--- config.mk ---
export PLATFORM = sky130hd
export DESIGN_NAME = ex_divider
export DESIGN_NICKNAME = d
export VERILOG_FILES = /design/src/rtl/ex_div_pkg.sv /design/src/rtl/ex_div_step.sv /design/src/rtl/ex_divider.sv
export SDC_FILE = /design/constraint.sdc
export NUM_CORES = 1
export LEC_CHECK = 0
export ABC_AREA = 0
export CAP_MARGIN = 20
export CORE_ASPECT_RATIO = 0.6
export CORE_MARGIN = 2
export CORE_UTILIZATION = 43
export DETAILED_ROUTE_END_ITERATION = 10
export GPL_TIMING_DRIVEN = 0
export PLACE_DENSITY = 0.67
export SLEW_MARGIN = 20
export SYNTH_ARGS = -nofsm -noshare
export SYNTH_HDL_FRONTEND = slang
export SYNTH_SLANG_ARGS = --single-unit
--- constraint.sdc ---
create_clock -name Clk -period 6.4 [get_ports Clk]
set_input_delay 0.96 -clock Clk [delete_from_list [all_inputs] [get_ports Clk]]
set_output_delay 0.96 -clock Clk [all_outputs]
set_load 0.01 [all_outputs]
--- src/rtl/ex_div_pkg.sv ---
// ============================================================================
// ex_div_pkg : shared constants and state encoding for the EX-stage divider
// Revision   : 1.0
// ============================================================================
`default_nettype none

package ex_div_pkg;

    localparam int DIV_WIDTH = 32;

    // Fill bit for the divide-by-zero quotient (replicated to all ones).
    localparam logic DIV_ZERO_FILL = 1'b1;

    typedef logic [1:0] div_state_t;

    localparam div_state_t ST_IDLE = 2'd0;
    localparam div_state_t ST_RUN  = 2'd1;
    localparam div_state_t ST_FIX  = 2'd2;

endpackage

`default_nettype wire

--- src/rtl/ex_div_step.sv ---
// ============================================================================
// ex_div_step : one combinational radix-2 restoring division iteration
// Revision    : 1.0
// ============================================================================
`default_nettype none

module ex_div_step
    import ex_div_pkg::*;
#(
    parameter int WIDTH = DIV_WIDTH
) (
    input  logic [WIDTH-1:0] rem_in,
    input  logic [WIDTH-1:0] quo_in,
    input  logic [WIDTH-1:0] divisor,
    output logic [WIDTH-1:0] rem_out,
    output logic [WIDTH-1:0] quo_out
);

    logic [WIDTH:0] shifted;
    logic [WIDTH:0] diff;

    // shifted < 2*divisor, so bit WIDTH of the difference is a reliable sign.
    always_comb begin
        shifted = {rem_in, quo_in[WIDTH-1]};
        diff    = shifted - {1'b0, divisor};
        if (!diff[WIDTH]) begin
            rem_out = diff[WIDTH-1:0];
            quo_out = {quo_in[WIDTH-2:0], 1'b1};
        end else begin
            rem_out = shifted[WIDTH-1:0];
            quo_out = {quo_in[WIDTH-2:0], 1'b0};
        end
    end

endmodule

`default_nettype wire

--- src/rtl/ex_divider.sv ---
// ============================================================================
// ex_divider : multi-cycle signed/unsigned restoring divider with busy/done
// Revision   : 1.0
// ============================================================================
`default_nettype none

module ex_divider
    import ex_div_pkg::*;
#(
    parameter int WIDTH = DIV_WIDTH
) (
    input  logic             Clk,
    input  logic             Reset,
    input  logic             Div_Start_EX,
    input  logic             Div_Signed_EX,
    input  logic [WIDTH-1:0] Dividend_EX,
    input  logic [WIDTH-1:0] Divisor_EX,
    output logic [WIDTH-1:0] Quotient_EX,
    output logic [WIDTH-1:0] Remainder_EX,
    output logic             Div_Busy_EX,
    output logic             Div_Done_EX,
    output logic             Div_By_Zero_EX
);

    localparam int CNT_W = (WIDTH > 2) ? $clog2(WIDTH) : 1;

    div_state_t       state;
    logic [CNT_W-1:0] count;
    logic [WIDTH-1:0] rem_q;
    logic [WIDTH-1:0] quo_q;
    logic [WIDTH-1:0] dvs_mag;
    logic             neg_quo;
    logic             neg_rem;
    logic             zero_div;

    logic             a_neg;
    logic             b_neg;
    logic [WIDTH-1:0] a_mag;
    logic [WIDTH-1:0] b_mag;
    logic [WIDTH-1:0] step_rem;
    logic [WIDTH-1:0] step_quo;
    logic [WIDTH-1:0] fixed_quo;
    logic [WIDTH-1:0] fixed_rem;

    always_comb begin
        a_neg     = Div_Signed_EX & Dividend_EX[WIDTH-1];
        b_neg     = Div_Signed_EX & Divisor_EX[WIDTH-1];
        a_mag     = a_neg ? (~Dividend_EX + 1'b1) : Dividend_EX;
        b_mag     = b_neg ? (~Divisor_EX + 1'b1) : Divisor_EX;
        fixed_quo = neg_quo ? (~quo_q + 1'b1) : quo_q;
        fixed_rem = neg_rem ? (~rem_q + 1'b1) : rem_q;
    end

    ex_div_step #(
        .WIDTH (WIDTH)
    ) u_step (
        .rem_in  (rem_q),
        .quo_in  (quo_q),
        .divisor (dvs_mag),
        .rem_out (step_rem),
        .quo_out (step_quo)
    );

    always_ff @(posedge Clk) begin
        if (Reset) begin
            state          <= ST_IDLE;
            count          <= '0;
            rem_q          <= '0;
            quo_q          <= '0;
            dvs_mag        <= '0;
            neg_quo        <= 1'b0;
            neg_rem        <= 1'b0;
            zero_div       <= 1'b0;
            Quotient_EX    <= '0;
            Remainder_EX   <= '0;
            Div_Busy_EX    <= 1'b0;
            Div_Done_EX    <= 1'b0;
            Div_By_Zero_EX <= 1'b0;
        end else begin
            Div_Done_EX <= 1'b0;
            case (state)
                ST_IDLE: begin
                    if (Div_Start_EX) begin
                        neg_quo     <= a_neg ^ b_neg;
                        neg_rem     <= a_neg;
                        dvs_mag     <= b_mag;
                        count       <= '0;
                        Div_Busy_EX <= 1'b1;
                        // Zero divisor skips RUN; rem_q carries the raw dividend to FIX.
                        if (Divisor_EX == '0) begin
                            zero_div <= 1'b1;
                            rem_q    <= Dividend_EX;
                            quo_q    <= '0;
                            state    <= ST_FIX;
                        end else begin
                            zero_div <= 1'b0;
                            rem_q    <= '0;
                            quo_q    <= a_mag;
                            state    <= ST_RUN;
                        end
                    end
                end
                ST_RUN: begin
                    rem_q <= step_rem;
                    quo_q <= step_quo;
                    count <= count + 1'b1;
                    if (count == CNT_W'(WIDTH - 1)) begin
                        state <= ST_FIX;
                    end
                end
                ST_FIX: begin
                    Div_Busy_EX    <= 1'b0;
                    Div_Done_EX    <= 1'b1;
                    Div_By_Zero_EX <= zero_div;
                    if (zero_div) begin
                        Quotient_EX  <= {WIDTH{DIV_ZERO_FILL}};
                        Remainder_EX <= rem_q;
                    end else begin
                        Quotient_EX  <= fixed_quo;
                        Remainder_EX <= fixed_rem;
                    end
                    state <= ST_IDLE;
                end
                default: begin
                    state <= ST_IDLE;
                end
            endcase
        end
    end

endmodule

`default_nettype wire
Yosys cells after proc, flatten, opt, wreduce, memory -nomap -nowiden
Index checks and enable logic that the tools add are counted.

storage, ports and cells
  flip-flop bits (word level) = 173
  input bits = 68
  output and inout port bits = 67

operators by class
  add/sub/neg operators = 6
  equality and inequality tests = 5
  muxes and demuxes = 24
  bitwise operators = 7
  reductions and logical operators = 8

operators with widths
  cell                                                                   number
  32-bit 2-to-1 mux                                                      11
  32-bit by 1-bit adder with 32-bit output, second input constant        4
  32-bit inverter                                                        4
  32-bit case mux with 2 select lines                                    2
  33-bit by 32-bit subtractor with 33-bit output                         1
  32-bit zero test                                                       1
  5-bit case mux with 2 select lines                                     1
  2-bit AND reduction                                                    4
  2-bit 2-to-1 mux                                                       3
  5-bit by 1-bit adder with 5-bit output, second input constant          1
  5-bit equality test, second input constant                             1
  5-bit 2-to-1 mux                                                       1
  1-bit 2-to-1 mux                                                       4
  2-bit inequality test, second input constant                           2
  2-bit case mux with 2 select lines                                     1
  2-bit nonzero test                                                     2
  1-bit AND                                                              2
  2-bit by 1-bit equality test with 1-bit output, second input constant  1
  2-bit equality test, second input constant                             1
  2-bit zero test                                                        1
  1-bit case mux with 2 select lines                                     1
  1-bit XOR                                                              1

Logic depth before layout (Yosys ltp)
Gate-level depths: netlist of the first run.

  depth in word-level cells = 6
  depth in mapped cells = 14

Hierarchy
A second synthesis of the first run with hierarchy kept.

second synthesis, totals
  cells, all modules = 1,436
  area total of the unflattened synthesis = 11,459.7 um^2

by module, submodules not included
  module       instances  cells an instance  area each (um^2)  seq. area each (um^2)
  ex_divider   1          1,094              8,971.1           3,463.3
  ex_div_step  1          342                2,488.6           0.0

Worst setup path before layout of the first run
OpenSTA, ideal clock, no wires.

  kind = input to register
  start point = input port Divisor_EX[17]
  end point = register rem_q[27]
  arrival = 3,633 ps
  slack = 2,664 ps
  stages on the path = 9
  buffers on the path = 2
  path through = or4_4 or4b_4 or4_4 nor4_4 and2_1 buf_4 buf_4 a21oi_1 a2111oi_2

between the ends
  cells in the longest elaborated chain, start to end = 4

ends and longest elaborated chain
  what                                 RTL line           source
  from (decl)                          ex_divider.sv:17   input logic [WIDTH-1:0] Divisor_EX,
  32-bit zero test                     ex_divider.sv:90   if (Divisor_EX == '0) begin
  32-bit 2-to-1 mux                    ex_divider.sv:90
  32-bit 2-to-1 mux                    ex_divider.sv:83   if (Div_Start_EX) begin
  32-bit case mux with 2 select lines  ex_divider.sv:81   case (state)
  to (signal assigned)                 ex_divider.sv:92   rem_q <= Dividend_EX;
  to (signal assigned)                 ex_divider.sv:104  rem_q <= step_rem;
  to (decl)                            ex_divider.sv:29   logic [WIDTH-1:0] rem_q;

Every way passes these cells. The select of a mux whose other input is x is not followed.
A chain may end at the register's enable or synchronous reset.

Final worst setup path of the first run
  start point = register quo_q[31]
  end point = register rem_q[27]

between the ends
  cells in the longest elaborated chain, start to end = 3

ends and longest elaborated chain
  what                                            RTL line           source
  from (decl)                                     ex_divider.sv:30   logic [WIDTH-1:0] quo_q;
  from (signal assigned)                          ex_divider.sv:98   quo_q <= a_mag;
  from (signal assigned)                          ex_divider.sv:105  quo_q <= step_quo;
  33-bit by 32-bit subtractor with 33-bit output  ex_div_step.sv:25  diff = shifted - {1'b0, divisor};
  32-bit 2-to-1 mux                               ex_div_step.sv:26  if (!diff[WIDTH]) begin
  32-bit case mux with 2 select lines             ex_divider.sv:81

Every way passes these cells.

==> impl_metrics.toml, run 1 <==
[outcome]
status = "finished, final reports clean"

[final_layout]
antennaDiodeCount = 0
stdcell_area_mm2 = 0.01363
nets = 1738
syn_to_final_growth_pct = 20.89
layout-drive-gt1-share = 0.03589

[placement]
gp_congestion = 0.9656
dp_hpwl_um = 33310
place_area_mm2 = 0.01305
io_buffers = 134

[global_route]
grtUsageMet2 = 0.4008
grt_pass1_vias = 11140
grt_overflow_total = 0
met1_usage = 0.4840
grt_pass1_wl_um = 64790
grt_use_total = 0.3123
antenna_found_initial = 0
grt_start_max_net_pins = 17
grt_util_met3 = 0.1059
top_usage_layer = "met1"

[synthesis]
synth.avg_cell_area_um2 = 7.627
ys_seq_elements = 173
syn-num-nets = 1585
synth_area_leaders = "dfxtp_1 31%, nor2_1 6.5%, xnor2_1 5.5%, xor2_1 4.8%, a211oi_1 4.7%"
synth-edff-count = 0
synth_top_cells_by_count = "196 x nor2_1, 173 x dfxtp_1, 98 x a21oi_1, 90 x nand2_1, 84 x clkbuf_1"
yosysTopAreaCell = "dfxtp_1"
yosys.area.top_type_share = 0.3072
synth_cell_types = 68
ys.flop_type = "dfxtp_1"
ys_warn_count = 0
ys_seq_area_frac = 0.3072
syn_area_mm2 = 0.01127
syn_inst = 1478
async_reset_ff_frac = 0
yosysMostFrequentCell = "nor2_1"

[pwr]
swShare = 0.4073
pwr-share-seq = 0.329
p_comb_frac = 0.394
report.power.total_mw = 3.816
ir_drop_v = 0.0001878
p_sw_mw = 1.554
p_int_mw = 2.262
leakagePower_nw = 4.915
clkPwrFrac = 0.277
pwr_density_cell_mw_per_mm2 = 280.0

[drt]
routed_wl_um = 42550
antenna_left = 0
drc_errors = 0
wire_per_inst_um = 21.32
dr_total_vias = 12080
drtPass1Iterations = 6
drt_iter0_drc = 1218
viasPerCell = 6.053

[timing]
final-max-slew-violation-count = 0
hold_violations = 0
setup_violations = 0
fin_crit_sh = 0.8163
holdWs_ns = 0.4597
grt_setup_unrepaired = "false"
fin_crit_ns = 5.224
worst_pin_slew_ns = 1.188
skew_ns = 0.009122
tns_ns = 0
fmax_mhz = 191.4
relSlewSlack = 0.1872

[critical_path]
required_ns = 6.76
worstSetupPathType = "register to register"
slowest_stage = "a211oi_1"
cp-start-kind = "register"
critPathTopFamily = "compound AO/OA/AOI/OAI gates"
crit_arrival_ns = 5.58
path_max_fanout = 10
path_cells = "inv_1 -> ha_1 -> fa_1 -> nand2b_1 -> a21oi_1 -> o211ai_1 -> a211oi_1 -> o211ai_1 -> a21o_1 -> clkbuf_1 -> nand3_1 -> clkbuf_1 -> a31oi_1 -> a2111oi_2"
critPathBufInv = 3
critPathCaptureType = "register"
critical-path-max-stage-delay_ns = 0.91

[floorplan]
num_rows = 45
core_area_mm2 = 0.02551
pin_count = 135
initial_core_util = 0.4419
dieArea_mm2 = 0.02757
die_width_um = 213.0
die_h_um = 129.4

[cts]
numCtsBuffers = 17
clk_latency_ns = 0.46
clkTransAtPathRegs_ns = 0.07
cts_repair_resize_count = 0
post_cts_buffers = 0
cts_hold_buf = 0
cts-root-buf = "clkbuf_16"
htree_levels = 4
cts.path.max_buffers = 2
cts_sinks = 173
cts_tree = "built"

[flow_run]
drv_cap = 0

[worst_hold_path]
hp-class = "register to register"
## tightest hold or removal path: stages, from the launching register on
cell     delay (ns)
dfxtp_1        0.31
nand2_1        0.05
a21oi_1        0.05
## power by group through the flow
stage / combinational [mW] / sequential, mW / clock, mW
3_5_place_dp: 1.44 / 1.27 / 0
4_1_cts: 1.45 / 1.25 / 1.06
2_1_floorplan: 1.01 / 1.24 / 0
5_1_grt: 1.63 / 1.26 / 1.11
6_report: 1.50 / 1.26 / 1.06
3_3_place_gp: 1.43 / 1.27 / 0
## routing by layer
metal / vias up / wire length [µm]
met4: 0 / 704
met1: 5746 / 20930
met2: 570 / 15660
met5: - / 0
li1: 5713 / -
met3: 53 / 5249
## cell usage in the layout, fill, tap and decap left out, types with 71 or more instances in the layout
master,synthesis,layout
o21ai_0,71,71
nor2_1,196,196
clkdlybuf4s50_1,0,134
a21oi_1,98,98
a211oi_1,71,71
nand2_1,90,90
nor3_1,82,82
clkbuf_1,84,84
inv_1,72,72
dfxtp_1,173,173
xnor2_1,71,71
## sequential cells by signal (all words and copies together), names as in the netlist, 2 cells and up
register      count
count             5
Quotient_EX      32
rem_q            32
state             2
Remainder_EX     32
dvs_mag          32
quo_q            32
## final cells by class
| cell class | count | area, µm² |
|---|---|---|
| Fill cell | 2498 | 11880 |
| Buffer | 99 | 387.9 |
| Timing Repair Buffer | 134 | 1341 |
| Inverter | 72 | 270.3 |
| Clock buffer | 19 | 452.9 |
| Sequential cell | 173 | 3463 |
| Tap cell | 352 | 440.4 |
| Clock inverter | 13 | 116.4 |
| Multi-Input combinational cell | 1134 | 7154 |
## path summary, 6_finish.rpt
kind	start	end	slack (ns)	depth (start not counted)
max	quo_q[31]	rem_q[27]	1.18	14
min	dvs_mag[20]	dvs_mag[20]	0.46	2
max reg2reg	quo_q[31]	rem_q[27]	1.18	14
min reg2reg	dvs_mag[20]	dvs_mag[20]	0.46	2
## cell families (layout without fill, tap and decap cells)
kind of cell,Yosys count,in the layout,share of synthesized area
AO/OA/AOI/OAI,467,467,0.2815
AND/OR/NAND/NOR,493,493,0.2038
XOR/XNOR,133,133,0.1033
multiplexers,2,2,0.001776
adder cells (fa/ha/maj),39,39,0.04396
flip-flops,173,173,0.3072
buffers and inverters,171,337,0.05839
## stage by stage
stage	util	std cells	setup WS [ns]
floorplan	-	1478	2.664
global placement	0.5118	1964	1.305
detailed placement	0.5118	1964	1.243
CTS	0.5341	1996	1.448
global route	0.5343	1996	1.016
finish	0.5343	1996	1.176
Power figures use the tool's default switching activity.
==> run 2, diff against run 1 <==
==> constraint.sdc (replaced) <==
create_clock -name Clk -period 5 [get_ports Clk]
set_input_delay 0.75 -clock Clk [delete_from_list [all_inputs] [get_ports Clk]]
set_output_delay 0.75 -clock Clk [all_outputs]
set_load 0.01 [all_outputs]
==> impl_metrics.toml, run 2 (synthesized netlist as in run 1, its figures left out) <==
[outcome]
status = "finished, final reports clean"

[critical_path]
critPathBufInv = 3
crit_arrival_ns = 4.97
required_ns = 5.33
rr_startpoint = "quo_q[31]"
path_max_fanout = 10
critical-path-max-stage-delay_ns = 0.66
reg2reg_depth = 13
critPathTopFamily = "simple AND/OR/NAND/NOR gates"
cp-start-kind = "input port"
rr_endpoint = "rem_q[28]"
path_cells = "clkdlybuf4s50_1 -> inv_1 -> ha_1 -> nor4b_1 -> nand3_1 -> or4_4 -> nor4_4 -> nor2_1 -> clkbuf_1 -> a221oi_1 -> nor3_1"
critPathCaptureType = "register"
r2r_setup_slack_ns = 0.40
worstSetupPathType = "input port to register"
slowest_stage = "or4_4"

[worst_hold_path]
whs_path_depth = 2
worstHoldStart = "dvs_mag[21]"
hp-class = "register to register"
min_to = "dvs_mag[21]"

[timing]
fmax_mhz = 215.4
grt_setup_unrepaired = "false"
fin_crit_ns = 4.642
fin_crit_sh = 0.9285
tns_ns = 0
holdWs_ns = 0.4594
setup_violations = 0
setup_ws_ns = 0.3575
final-max-slew-violation-count = 0
skew_ns = 0.007899
relSlewSlack = 0.2083
worst_pin_slew_ns = 1.158
hold_violations = 0

[final_layout]
multi_input_area_mm2 = 0.007159
syn_to_final_growth_pct = 20.95
final_cells = 1996
antennaDiodeCount = 0
final_core_util = 0.5345
nets = 1738
fillers = 2496
final_cell_mix = "196 x nor2_1, 173 x dfxtp_1, 134 x clkdlybuf4s50_1"
stdcell_area_mm2 = 0.01363
seqCellArea_mm2 = 0.003463
layout-drive-gt1-share = 0.03710
layout_commonest_cell = "nor2_1"

[drt]
routed_wl_um = 42510
drc_errors = 0
drt_iter0_drc = 1309
dr_total_vias = 12180
wire_per_inst_um = 21.30
viasPerCell = 6.104
drtPass1Iterations = 7
antenna_left = 0

[placement]
gp_congestion = 0.9656
post-place-ws_ns = 0.05282
dp_hpwl_um = 33310
place_inst = 1964
place_area_mm2 = 0.01305
io_buffers = 134

[pwr]
p_int_mw = 2.897
swShare = 0.4070
ir_drop_v = 0.0002373
leakagePower_nw = 4.918
clkPwrFrac = 0.276
p_sw_mw = 1.988
pwr_density_cell_mw_per_mm2 = 358.3
p_comb_frac = 0.395
pwr-share-seq = 0.329
report.power.total_mw = 4.885

[floorplan]
initial_core_util = 0.4419
num_rows = 45
die_width_um = 213.0
die_h_um = 129.4
core_area_mm2 = 0.02551
pin_count = 135
dieArea_mm2 = 0.02757

[cts]
clk_latency_ns = 0.46
clkTransAtPathRegs_ns = 0.07
cts.path.max_buffers = 2
numCtsBuffers = 17
cts_hold_buf = 0
htree_levels = 4
cts-root-buf = "clkbuf_16"
cts_sinks = 173
cts_tree = "built"

[global_route]
grt_use_total = 0.3123
grt_overflow_total = 0
grt_start_max_net_pins = 17
antenna_found_initial = 0
grt_pass1_vias = 11140
grt_pass1_wl_um = 64790

[flow_run]
drv_cap = 0
-- run 2: cell count changes in the layout (fill, tap and decap cells not counted) --
| cell | before | now |
|---|---|---|
| a211oi_1 | 71 | 70 |
| clkbuf_2 | 0 | 1 |
| a211oi_2 | 0 | 1 |
| clkbuf_1 | 84 | 83 |
-- run 2: power by group through the flow --
stage               sequential, mW  clock, mW  combinational, mW
finish                        1.61       1.35               1.93
global route                  1.62       1.42               2.09
CTS                           1.60       1.35               1.86
detailed placement            1.63          0               1.84
global placement              1.63          0               1.83
floorplan                     1.59          0               1.30
-- run 2: final cells by class --
class / count / area share
tap: 352 / 0.03231
inverter: 72 / 0.01982
buffer: 99 / 0.02854
clock buffer: 19 / 0.03322
sequential: 173 / 0.2540
multi-input combinational: 1134 / 0.5251
timing repair buffer: 134 / 0.09838
clock inverter: 13 / 0.008535
-- run 2: worst max-delay path by stage --
stage	from	endpoint	slack, ns	cells after the start
global route	Divisor_EX[1]	quo_q[29]	0.07	11
CTS	quo_q[31]	rem_q[27]	0.05	14
detailed placement	Divisor_EX[1]	quo_q[2]	0.05	11
finish	Divisor_EX[1]	quo_q[5]	0.36	11
floorplan	Divisor_EX[17]	rem_q[27]	1.47	9
global placement	quo_q[31]	rem_q[27]	0.005	14
-- run 2: per-layer routing --
layer  track usage  share of wire
met5             0              0
met4       0.07487          0.017
met3        0.1059           0.12
met2        0.4008           0.37
met1        0.4840           0.49
-- run 2: worst register-to-register path, cell delays in order (launching register included) --
cell,delay [ns]
dfxtp_1,0.43
inv_1,0.13
ha_1,0.25
fa_1,0.42
nand2b_1,0.19
a21oi_1,0.32
o211ai_1,0.25
a211o_1,0.43
a21oi_1,0.29
mux2i_2,0.74
clkbuf_1,0.47
o21ai_0,0.27
o211ai_1,0.17
a211oi_1,0.10
-- run 2: timing repair --
item,4_1_cts,5_1_grt
buffers inserted,0,0
gates resized for setup,0,3
setup endpoints to repair,0,5
==> run 3, diff against run 2 <==
--- a/config.mk
+++ b/config.mk
@@ -13,6 +13,8 @@
 export DETAILED_ROUTE_END_ITERATION = 10
 export GPL_TIMING_DRIVEN = 0
 export PLACE_DENSITY = 0.67
+export RECOVER_POWER = 25
+export SKIP_LAST_GASP = 1
 export SLEW_MARGIN = 20
 export SYNTH_ARGS = -nofsm -noshare
 export SYNTH_HDL_FRONTEND = slang
==> impl_metrics.toml, run 3 (synthesized netlist as in run 1, its figures left out) <==
[global_route]
grt_pass1_wl_um = 64790
grt_start_max_net_pins = 17
grt_use_total = 0.3123
grt_pass1_vias = 11140
grt_overflow_total = 0
antenna_found_initial = 0

[final_layout]
final_cell_mix = "196 x nor2_1, 173 x dfxtp_1, 98 x a21oi_1"
syn_to_final_growth_pct = 20.95
fillers = 2496
layout_commonest_cell = "nor2_1"
nets = 1738
layout-drive-gt1-share = 0.03710
antennaDiodeCount = 0

[timing]
skew_ns = 0.008485
relSlewSlack = 0.1914
hold_violations = 0
setup_violations = 0
final-max-slew-violation-count = 0
fin_crit_sh = 0.9316
fin_crit_ns = 4.658
fmax_mhz = 214.7
tns_ns = 0
grt_setup_unrepaired = "false"
worst_pin_slew_ns = 1.182

[drt]
antenna_left = 0
wire_per_inst_um = 21.25
drtPass1Iterations = 5
dr_total_vias = 12120
viasPerCell = 6.070
routed_wl_um = 42410
drt_iter0_drc = 1294
drc_errors = 0

[pwr]
ir_drop_v = 0.0002383
pwr-share-seq = 0.329
clkPwrFrac = 0.276
leakagePower_nw = 5.132
pwr_density_cell_mw_per_mm2 = 358.0
p_int_mw = 2.896
p_sw_mw = 1.984
p_comb_frac = 0.395
swShare = 0.4065
report.power.total_mw = 4.880

[critical_path]
crit_arrival_ns = 4.99
worstSetupPathType = "input port to register"
path_max_fanout = 10
cp-start-kind = "input port"
required_ns = 5.33
critPathCaptureType = "register"

[floorplan]
pin_count = 135
initial_core_util = 0.4419
num_rows = 45
core_area_mm2 = 0.02551
die_width_um = 213.0
dieArea_mm2 = 0.02757
die_h_um = 129.4

[flow_run]
drv_cap = 0

[placement]
io_buffers = 134
dp_hpwl_um = 33310
gp_congestion = 0.9656

[cts]
htree_levels = 4
cts-root-buf = "clkbuf_16"
clk_latency_ns = 0.46
cts_repair_resize_count = 0
cts_tree = "built"
numCtsBuffers = 17
cts_sinks = 173
cts.path.max_buffers = 2
post_cts_buffers = 0
clkTransAtPathRegs_ns = 0.07
cts_hold_buf = 0

[outcome]
status = "finished, final reports clean"

[worst_hold_path]
hp-class = "register to register"
[run 3: cell types whose count changed in the layout (fill, tap and decap cells not counted), sizes merged]
cell / delta
dlygate4sd3: +60
clkdlybuf4s50: -60
[run 3: routing by layer]
| layer | wire (µm) | vias to the layer above | GRT usage |
|---|---|---|---|
| li1 | - | 5720 | - |
| met1 | 20780 | 5715 | 0.4840 |
| met2 | 15610 | 619 | 0.4008 |
| met3 | 5252 | 61 | 0.1059 |
| met4 | 777 | 0 | 0.07487 |
| met5 | 0 | - | 0 |
[run 3: worst max-delay path, cell delays in order]
cell and delay, ns:
clkdlybuf4s50_1 0.46, inv_1 0.10, ha_1 0.19, nor4b_1 0.62, nand3_1 0.44, or4_4 0.66
nor4_4 0.66, nor2_1 0.33, clkbuf_1 0.32, a221oi_1 0.36, nor3_1 0.08
[run 3: power groups by stage]
stage	clock [mW]	combinational [mW]	sequential, mW
6_report	1.35	1.93	1.61
5_1_grt	1.42	2.09	1.62
4_1_cts	1.35	1.86	1.60
3_5_place_dp	0	1.84	1.63
3_3_place_gp	0	1.83	1.63
2_1_floorplan	0	1.30	1.59
[run 3: final timing paths]
kind                 start  cells past startpoint          end  slack [ns]
max          Divisor_EX[1]                     11     quo_q[5]        0.34
min            dvs_mag[21]                      2  dvs_mag[21]        0.46
max reg2reg      quo_q[31]                     13    rem_q[28]        0.41
min reg2reg    dvs_mag[21]                      2  dvs_mag[21]        0.46
[run 3: final cells by class]
class,instances,area [µm²],area share
tap,352,440.4,0.03231
buffer,99,389.1,0.02854
clock buffer,19,452.9,0.03322
inverter,72,270.3,0.01982
sequential,173,3463,0.2540
multi-input combinational,1134,7159,0.5251
timing repair buffer,134,1341,0.09838
clock inverter,13,116.4,0.008535
[run 3: metrics by stage]
step,std cells,instance area (µm²),hold WS [ns],setup slack (ns),util
floorplan,1478,11270,0.4319,1.474,-
global placement,1964,13050,0.4414,0.004940,0.5118
detailed placement,1964,13050,0.4507,0.05282,0.5118
CTS,1996,13620,0.4587,0.04842,0.5341
global route,1996,13630,0.4835,0.07067,0.5345
finish,1996,13630,0.4584,0.3418,0.5345
